**config.mk**
```make
export PLATFORM = sky130hd
export DESIGN_NAME = serial_deframer
export DESIGN_NICKNAME = d
export VERILOG_FILES = /design/src/rtl/serial_deframer.sv
export SDC_FILE = /design/constraint.sdc
export NUM_CORES = 1
export LEC_CHECK = 0
export ABC_AREA = 1
export CORE_MARGIN = 1.5
export CORE_UTILIZATION = 35
export CTS_BUF_LIST = sky130_fd_sc_hd__clkbuf_8 sky130_fd_sc_hd__clkbuf_16
export CTS_CLUSTER_SIZE = 8
export DETAILED_ROUTE_END_ITERATION = 12
export PLACE_DENSITY = 0.61
export SYNTH_ARGS = -nofsm -noshare
export SYNTH_HDL_FRONTEND = slang
export SYNTH_SLANG_ARGS = --single-unit
export TNS_END_PERCENT = 10
```
**constraint.sdc**
```tcl
create_clock -name clock -period 2.3 [get_ports clock]
set_input_delay 0.46 -clock clock [delete_from_list [all_inputs] [get_ports clock]]
set_output_delay 0.46 -clock clock [all_outputs]
set_load 0.01 [all_outputs]
```
**src/rtl/serial_deframer.sv**
```systemverilog
// Serial deframer: start bit, DATA_W data bits LSB-first, optional parity, stop bit.
// Good frames go to a one-entry valid/ready output register; errors are one-cycle pulses.
module serial_deframer #(
  parameter int unsigned DATA_W = 8,
  parameter int unsigned PARITY = 1
) (
  input  logic              clock,
  input  logic              reset,
  input  logic              io_in,
  output logic [DATA_W-1:0] io_out_bits,
  output logic              io_out_valid,
  input  logic              io_out_ready,
  output logic              io_busy,
  output logic              io_parity_err,
  output logic              io_frame_err,
  output logic              io_overrun
);

  localparam int unsigned CNT_W = (DATA_W > 1) ? $clog2(DATA_W) : 1;
  localparam logic [CNT_W-1:0] LAST_BIT = CNT_W'(DATA_W - 1);
  localparam logic PAR_EN  = (PARITY != 0);
  localparam logic PAR_ODD = (PARITY == 2);

  localparam logic [2:0] S_IDLE      = 3'd0;
  localparam logic [2:0] S_DATA      = 3'd1;
  localparam logic [2:0] S_PAR       = 3'd2;
  localparam logic [2:0] S_STOP      = 3'd3;
  localparam logic [2:0] S_WAIT_IDLE = 3'd4;

  logic [2:0]        state_q, state_d;
  logic [CNT_W-1:0]  cnt_q, cnt_d;
  logic [DATA_W-1:0] shreg_q, shreg_d;
  logic              par_fail_q, par_fail_d;
  logic [DATA_W-1:0] bits_q, bits_d;
  logic              valid_q, valid_d;
  logic              busy_q, busy_d;
  logic              perr_q, perr_d;
  logic              ferr_q, ferr_d;
  logic              ovr_q, ovr_d;
  logic              frame_ok_c;
  logic              drain_c;

  // Next-state, datapath and output-register logic
  always_comb begin
    state_d    = state_q;
    cnt_d      = cnt_q;
    shreg_d    = shreg_q;
    par_fail_d = par_fail_q;
    bits_d     = bits_q;
    valid_d    = valid_q;
    perr_d     = 1'b0;
    ferr_d     = 1'b0;
    ovr_d      = 1'b0;
    frame_ok_c = 1'b0;
    drain_c    = valid_q && io_out_ready;

    case (state_q)
      S_IDLE: begin
        if (!io_in) begin
          state_d    = S_DATA;
          cnt_d      = '0;
          par_fail_d = 1'b0;
        end
      end
      S_DATA: begin
        for (int i = 0; i < int'(DATA_W); i++) begin
          if (cnt_q == CNT_W'(i)) shreg_d[i] = io_in;
        end
        cnt_d = cnt_q + CNT_W'(1);
        if (cnt_q == LAST_BIT) begin
          cnt_d   = '0;
          state_d = PAR_EN ? S_PAR : S_STOP;
        end
      end
      S_PAR: begin
        par_fail_d = (io_in != ((^shreg_q) ^ PAR_ODD));
        state_d    = S_STOP;
      end
      S_STOP: begin
        if (io_in) begin
          state_d = S_IDLE;
          if (par_fail_q) perr_d = 1'b1;
          else            frame_ok_c = 1'b1;
        end else begin
          ferr_d  = 1'b1;
          state_d = S_WAIT_IDLE;
        end
      end
      S_WAIT_IDLE: begin
        // Line must return high before another start bit is accepted
        if (io_in) state_d = S_IDLE;
      end
      default: state_d = S_IDLE;
    endcase

    if (frame_ok_c) begin
      if (!valid_q || io_out_ready) begin
        bits_d  = shreg_d;
        valid_d = 1'b1;
      end else begin
        ovr_d = 1'b1;
      end
    end else if (drain_c) begin
      valid_d = 1'b0;
    end

    busy_d = (state_d == S_DATA) || (state_d == S_PAR) || (state_d == S_STOP);
  end

  // State and output registers
  always_ff @(posedge clock or negedge reset) begin
    if (!reset) begin
      state_q    <= S_IDLE;
      cnt_q      <= '0;
      shreg_q    <= '0;
      par_fail_q <= 1'b0;
      bits_q     <= '0;
      valid_q    <= 1'b0;
      busy_q     <= 1'b0;
      perr_q     <= 1'b0;
      ferr_q     <= 1'b0;
      ovr_q      <= 1'b0;
    end else begin
      state_q    <= state_d;
      cnt_q      <= cnt_d;
      shreg_q    <= shreg_d;
      par_fail_q <= par_fail_d;
      bits_q     <= bits_d;
      valid_q    <= valid_d;
      busy_q     <= busy_d;
      perr_q     <= perr_d;
      ferr_q     <= ferr_d;
      ovr_q      <= ovr_d;
    end
  end

  assign io_out_bits   = bits_q;
  assign io_out_valid  = valid_q;
  assign io_busy       = busy_q;
  assign io_parity_err = perr_q;
  assign io_frame_err  = ferr_q;
  assign io_overrun    = ovr_q;

endmodule

```
Word level (Yosys, flattened, before mapping)
Index checks and enable logic that the tools add are counted.
{"block": "classes", "addsub": 1, "eq_ne": 17, "n_mux": 32, "reduce_logical": 15}
{"operator": "1-bit two-way mux", "count": 22}
{"operator": "3-bit by 2-bit == test with 1-bit output, second input constant", "count": 6}
{"operator": "3-bit two-way mux", "count": 6}
{"operator": "3-bit == test, second input constant", "count": 5}
{"operator": "3-bit one-hot mux with 5 select lines", "count": 1}
{"operator": "3-bit by 1-bit == test with 1-bit output, second input constant", "count": 3}
{"operator": "8-bit two-way mux", "count": 1}
{"operator": "2-bit AND reduction", "count": 4}
{"operator": "8-bit XOR reduction", "count": 1}
{"operator": "3-bit zero test", "count": 2}
{"operator": "3-bit one-hot mux with 2 select lines", "count": 1}
{"operator": "2-bit nonzero test", "count": 3}
{"operator": "3-bit by 1-bit adder with 3-bit output, second input constant", "count": 1}
{"operator": "1-bit logical OR", "count": 3}
{"operator": "2-bit by 1-bit != test with 1-bit output, second input constant", "count": 1}
{"operator": "2-bit != test, second input constant", "count": 1}
{"operator": "1-bit one-hot mux with 2 select lines", "count": 1}
{"operator": "1-bit logical AND", "count": 1}
{"operator": "1-bit zero test", "count": 1}
{"operator": "1-bit != test", "count": 1}
{"block": "word_totals", "regBits": 28, "in_bits": 4, "output_inout_bits": 13, "elab_cells": 75}

Depth between registers and ports, before layout
{"block": "depth", "ltp_word": 6, "mapped_depth": 11, "mapped_depth_nobuf": 11}

Worst setup path after synthesis
No wires, ideal clock.
{"block": "synth_timing", "path_type": "input -> register", "start": "input io_in", "end": "register par_fail_q", "setup_ns": 0.113, "arrival_time_ns": 1.115, "t_required_ns": 2.187, "slack_ns": 1.072, "cell_stages": 11, "n_path_buf": 1, "cell_sequence": "buf_4 > nand2_1 > nand2_1 > nand2_1 > nand2_1 > nand2_1 > nand2_1 > nand2_1 > nand3_1 > nand2_1 > inv_1"}
{"block": "synth_via", "elab_chain_len": 2, "elab_cells_between_ends": 4, "classes_between": "2 x eq/ne; 1 x mux; 1 x reduce/logical"}
{"element": "from (decl)", "line": "9", "rtl": "input logic io_in,"}
{"element": "1-bit != test or 2-bit != test (tied branches)"}
{"element": "1-bit one-hot mux with 2 select lines or 2-bit AND reduction (tied branches)"}
{"element": "to (signal assigned)", "line": "127", "rtl": "par_fail_q <= par_fail_d;"}
{"element": "to (decl)", "line": "33", "rtl": "logic par_fail_q, par_fail_d;"}
Several ways; a longest one is shown, not always the timed one.
A chain may end at the register's enable or synchronous reset.

Final worst setup path
{"block": "layout_timing", "start": "register bits_q[7] (netlist: io_out_bits[7])", "end": "output io_out_bits[7]"}
{"element": "from (decl)", "line": "34", "rtl": "logic [DATA_W-1:0] bits_q, bits_d;"}
{"element": "from (signal assigned)", "line": "128", "rtl": "bits_q <= bits_d;"}
{"element": "to (decl)", "line": "10", "rtl": "output logic [DATA_W-1:0] io_out_bits,"}
No word-level cell between the ends.

==> summary.md <==
| Metric | Value |
|---|---|
| Outcome | finished clean |
| DPL Wire Length | 1990 µm |
| Post_cts resized | 0 |
| DRC Markers | 0 |
| Data arrival, critical path | 1.19 ns |
| Hold_buf cts | 0 |
| Yosys warns | 0 |
| Synth Register Bits | 28 |
| Slew @ Worst Pin | 0.357 ns |
| Unrepaired setup endpoints after global routing | no |
| Count leader, synth | nand2_1 |
| Cell Pwr Density | 1300 nW/µm² |
| WS Path Type | reg2out |
| Routing usage on met1 | 0.160 |
| Setup violations, final | 0 |
| CTS tree | built |
| Met3 global-route usage | 0.0154 |
| Share of post-route cells with drive strength above 1 | 0.133 |
| Crit. End Element | output port |
| Fmax | 606 MHz |
| Met2 usage | 0.231 |
| Floorplan row count | 22 |
| Drt wl/cell | 11.3 µm |
| Most used routing layer | met2 |
| Final setup TNS | 0 ns |
| Sequential share of the synthesized area | 0.509 |
| Core area | 3720 µm² |
| Die W | 65.7 µm |
| # fillers | 378 |
| Remaining Overflow, GRT | 0 |
| Mean Syn Cell Area | 8.66 µm² |
| Clock power frac | 0.179 |
| Ranking of synthesized cells by area | dfrtp_1 51%, nand2_1 13%, inv_1 5.7% |
| Sw Share | 0.390 |
| Switch Pwr | 0.852 mW |
| Final Hold Fails | 0 |
| Die area | 4320 µm² |
| Min-delay worst type | reg2reg |
| Relative slew slack | 0.760 |
| Via Count | 1045 |
| Die Span Y | 65.7 µm |
| Fin nets | 191 |
| Ant. Diodes | 0 |
| Post-synth top cells | 48 x nand2_1, 28 x dfrtp_1, 21 x inv_1 |
| Slew Viols, Final | 0 |
| Post-synth ARST share | 1.00 |
| Clock root buffer | clkbuf_8 |
| GRT Util Overall | 0.130 |
| Critical path's top delay family | buffers and inverters |
| TritonCTS buffer count | 3 |
| Antenna viol nets, final | 0 |
| Synth cell types | 21 |
| Ys flop type | dfrtp_1 |
| Post-synth EDFFs | 0 |
| Vias/cell | 4.58 |
| Total Power | 2.18 mW |
| Largest stage delay on the critical path | 0.54 ns |
| Buffers on Ports | 16 |
| MaxCap Viol Count | 0 |
| Post-synth top area cell | dfrtp_1 |
| Top-area cell type share of the netlist area | 0.509 |
| CP max FO | 2 |
| Pleak | 0.836 nW |
| Syn nets | 169 |
| Largest net degree at the start of global routing | 29 |
| DR iter-0 viols | 35 |
| Synthesized area | 1380 µm² |
| Initial Util | 0.370 |
| Comb pwr share | 0.451 |
| I/O pin total | 17 |
| Final setup skew | 0.00382 ns |
| H-tree depth | 1 |
| Final Util | 0.451 |
| First-pass GRT wire length | 4380 µm |
| Cell Chain, Critical Path | clkdlybuf4s50_1 |
| Slowest cell on the critical path | clkdlybuf4s50_1 |
| Router iterations before antenna repair | 4 |
| Max Root-Sink Buffers | 2 |
| Power Internal | 1.33 mW |
| Cells after Synth | 159 |
| Sequential Power Share | 0.370 |
| Final worst path period share | 0.718 |
| Tmin final | 1.65 ns |
| GP Congestion | 0.788 |
| Initial antenna violation count | 0 |
| Vias in the first global route | 1045 |
| TritonCTS Sinks | 28 |
| Setup repair bufs after CTS | 0 |
| P&R area growth vs syn | 21.7% |
| CP Launch Type | flop |
| Required @ worst endpoint | 1.84 ns |
| Clk Latency, worst-skew pair | 0.28 ns |
| Routed WL | 2570 µm |
| CP bufs+invs | 1 |
| Maximum vdd drop | 0.000428 V |
| Clk slew on worst S/H paths | 0.10 ns |
## final cells by class
type,instances,area (µm²),area share
inverters,27,111,0.0665
multi-input cells,103,557,0.332
clock inverters,1,30.0,0.0179
well taps,48,60.1,0.0358
repair buffers,18,175,0.105
flip-flops and latches,28,701,0.418
clock buffers,3,41.3,0.0246
## layout by cell type, fill, tap and decap left out, drive strengths merged, types with 3 or more instances in the layout
| cell type | count |
|---|---|
| a21oi | 6 |
| clkbuf | 3 |
| clkdlybuf4s50 | 16 |
| dfrtp | 28 |
| ha | 6 |
| inv | 25 |
| nand2 | 49 |
| nand3 | 11 |
| nor2 | 17 |
| nor3 | 3 |
| o21ai | 6 |
## final timing paths
kind	from	end	slack, ns	depth (start not counted)
max	io_out_bits[7]$_DFFE_PN0P_	io_out_bits[7]	0.65	1
min	io_out_bits[5]$_DFFE_PN0P_	io_out_bits[5]$_DFFE_PN0P_	0.49	2
max reg2reg	cnt_q[1]$_DFFE_PN0P_	io_out_bits[5]$_DFFE_PN0P_	0.93	8
min reg2reg	io_out_bits[5]$_DFFE_PN0P_	io_out_bits[5]$_DFFE_PN0P_	0.49	2
max in group asynchronous	reset	shreg_q[3]$_DFF_PN0_	1.49	2
min in group asynchronous	reset	shreg_q[0]$_DFF_PN0_	0.55	2
## kinds of logic after synthesis
group | after synthesis | synth area share
and+or+nand+nor | 81 | 0.269
buffers and inverters | 28 | 0.0864
DFF | 28 | 0.509
AOI/OAI and AO/OA | 15 | 0.0745
adders and majority gates | 6 | 0.0545
xor gates and xnor gates | 1 | 0.00636
## registers in the layout, indices dropped and copies added (netlist names)
signal	flops
cnt_q	3
io_busy	1
io_frame_err	1
io_out_bits	8
io_out_valid	1
io_overrun	1
io_parity_err	1
par_fail_q	1
shreg_q	8
state_q	3
## layer usage
metal / part of all wire / vias up / wire length (µm)
li1: - / 533 / -
met1: 0.46 / 489 / 1170
met2: 0.50 / 18 / 1280
met3: 0.030 / 5 / 78
met4: 0.017 / 0 / 45
met5: 0 / - / 0
## power groups by stage
stage                     clock network, mW  logic, mW  registers [mW]
after floorplan                           0      0.641           0.836
after global placement                    0      0.946           0.809
after detailed placement                  0      0.993           0.817
after CTS                             0.399      0.993           0.809
after global routing                  0.414       1.13           0.837
final                                 0.391      0.985           0.806
## per-stage QoR
step           cells  instance area (µm²)  setup WS [ns]  hold slack (ns)
4_1_cts          228                 1680          0.642            0.494
6_report         228                 1680          0.649            0.489
3_3_place_gp     224                 1600          0.485            0.465
2_1_floorplan    159                 1380           1.07            0.164
5_1_grt          228                 1680          0.549            0.516
3_5_place_dp     224                 1600          0.424            0.464
Note: power is estimated with default switching activity, not from simulation.
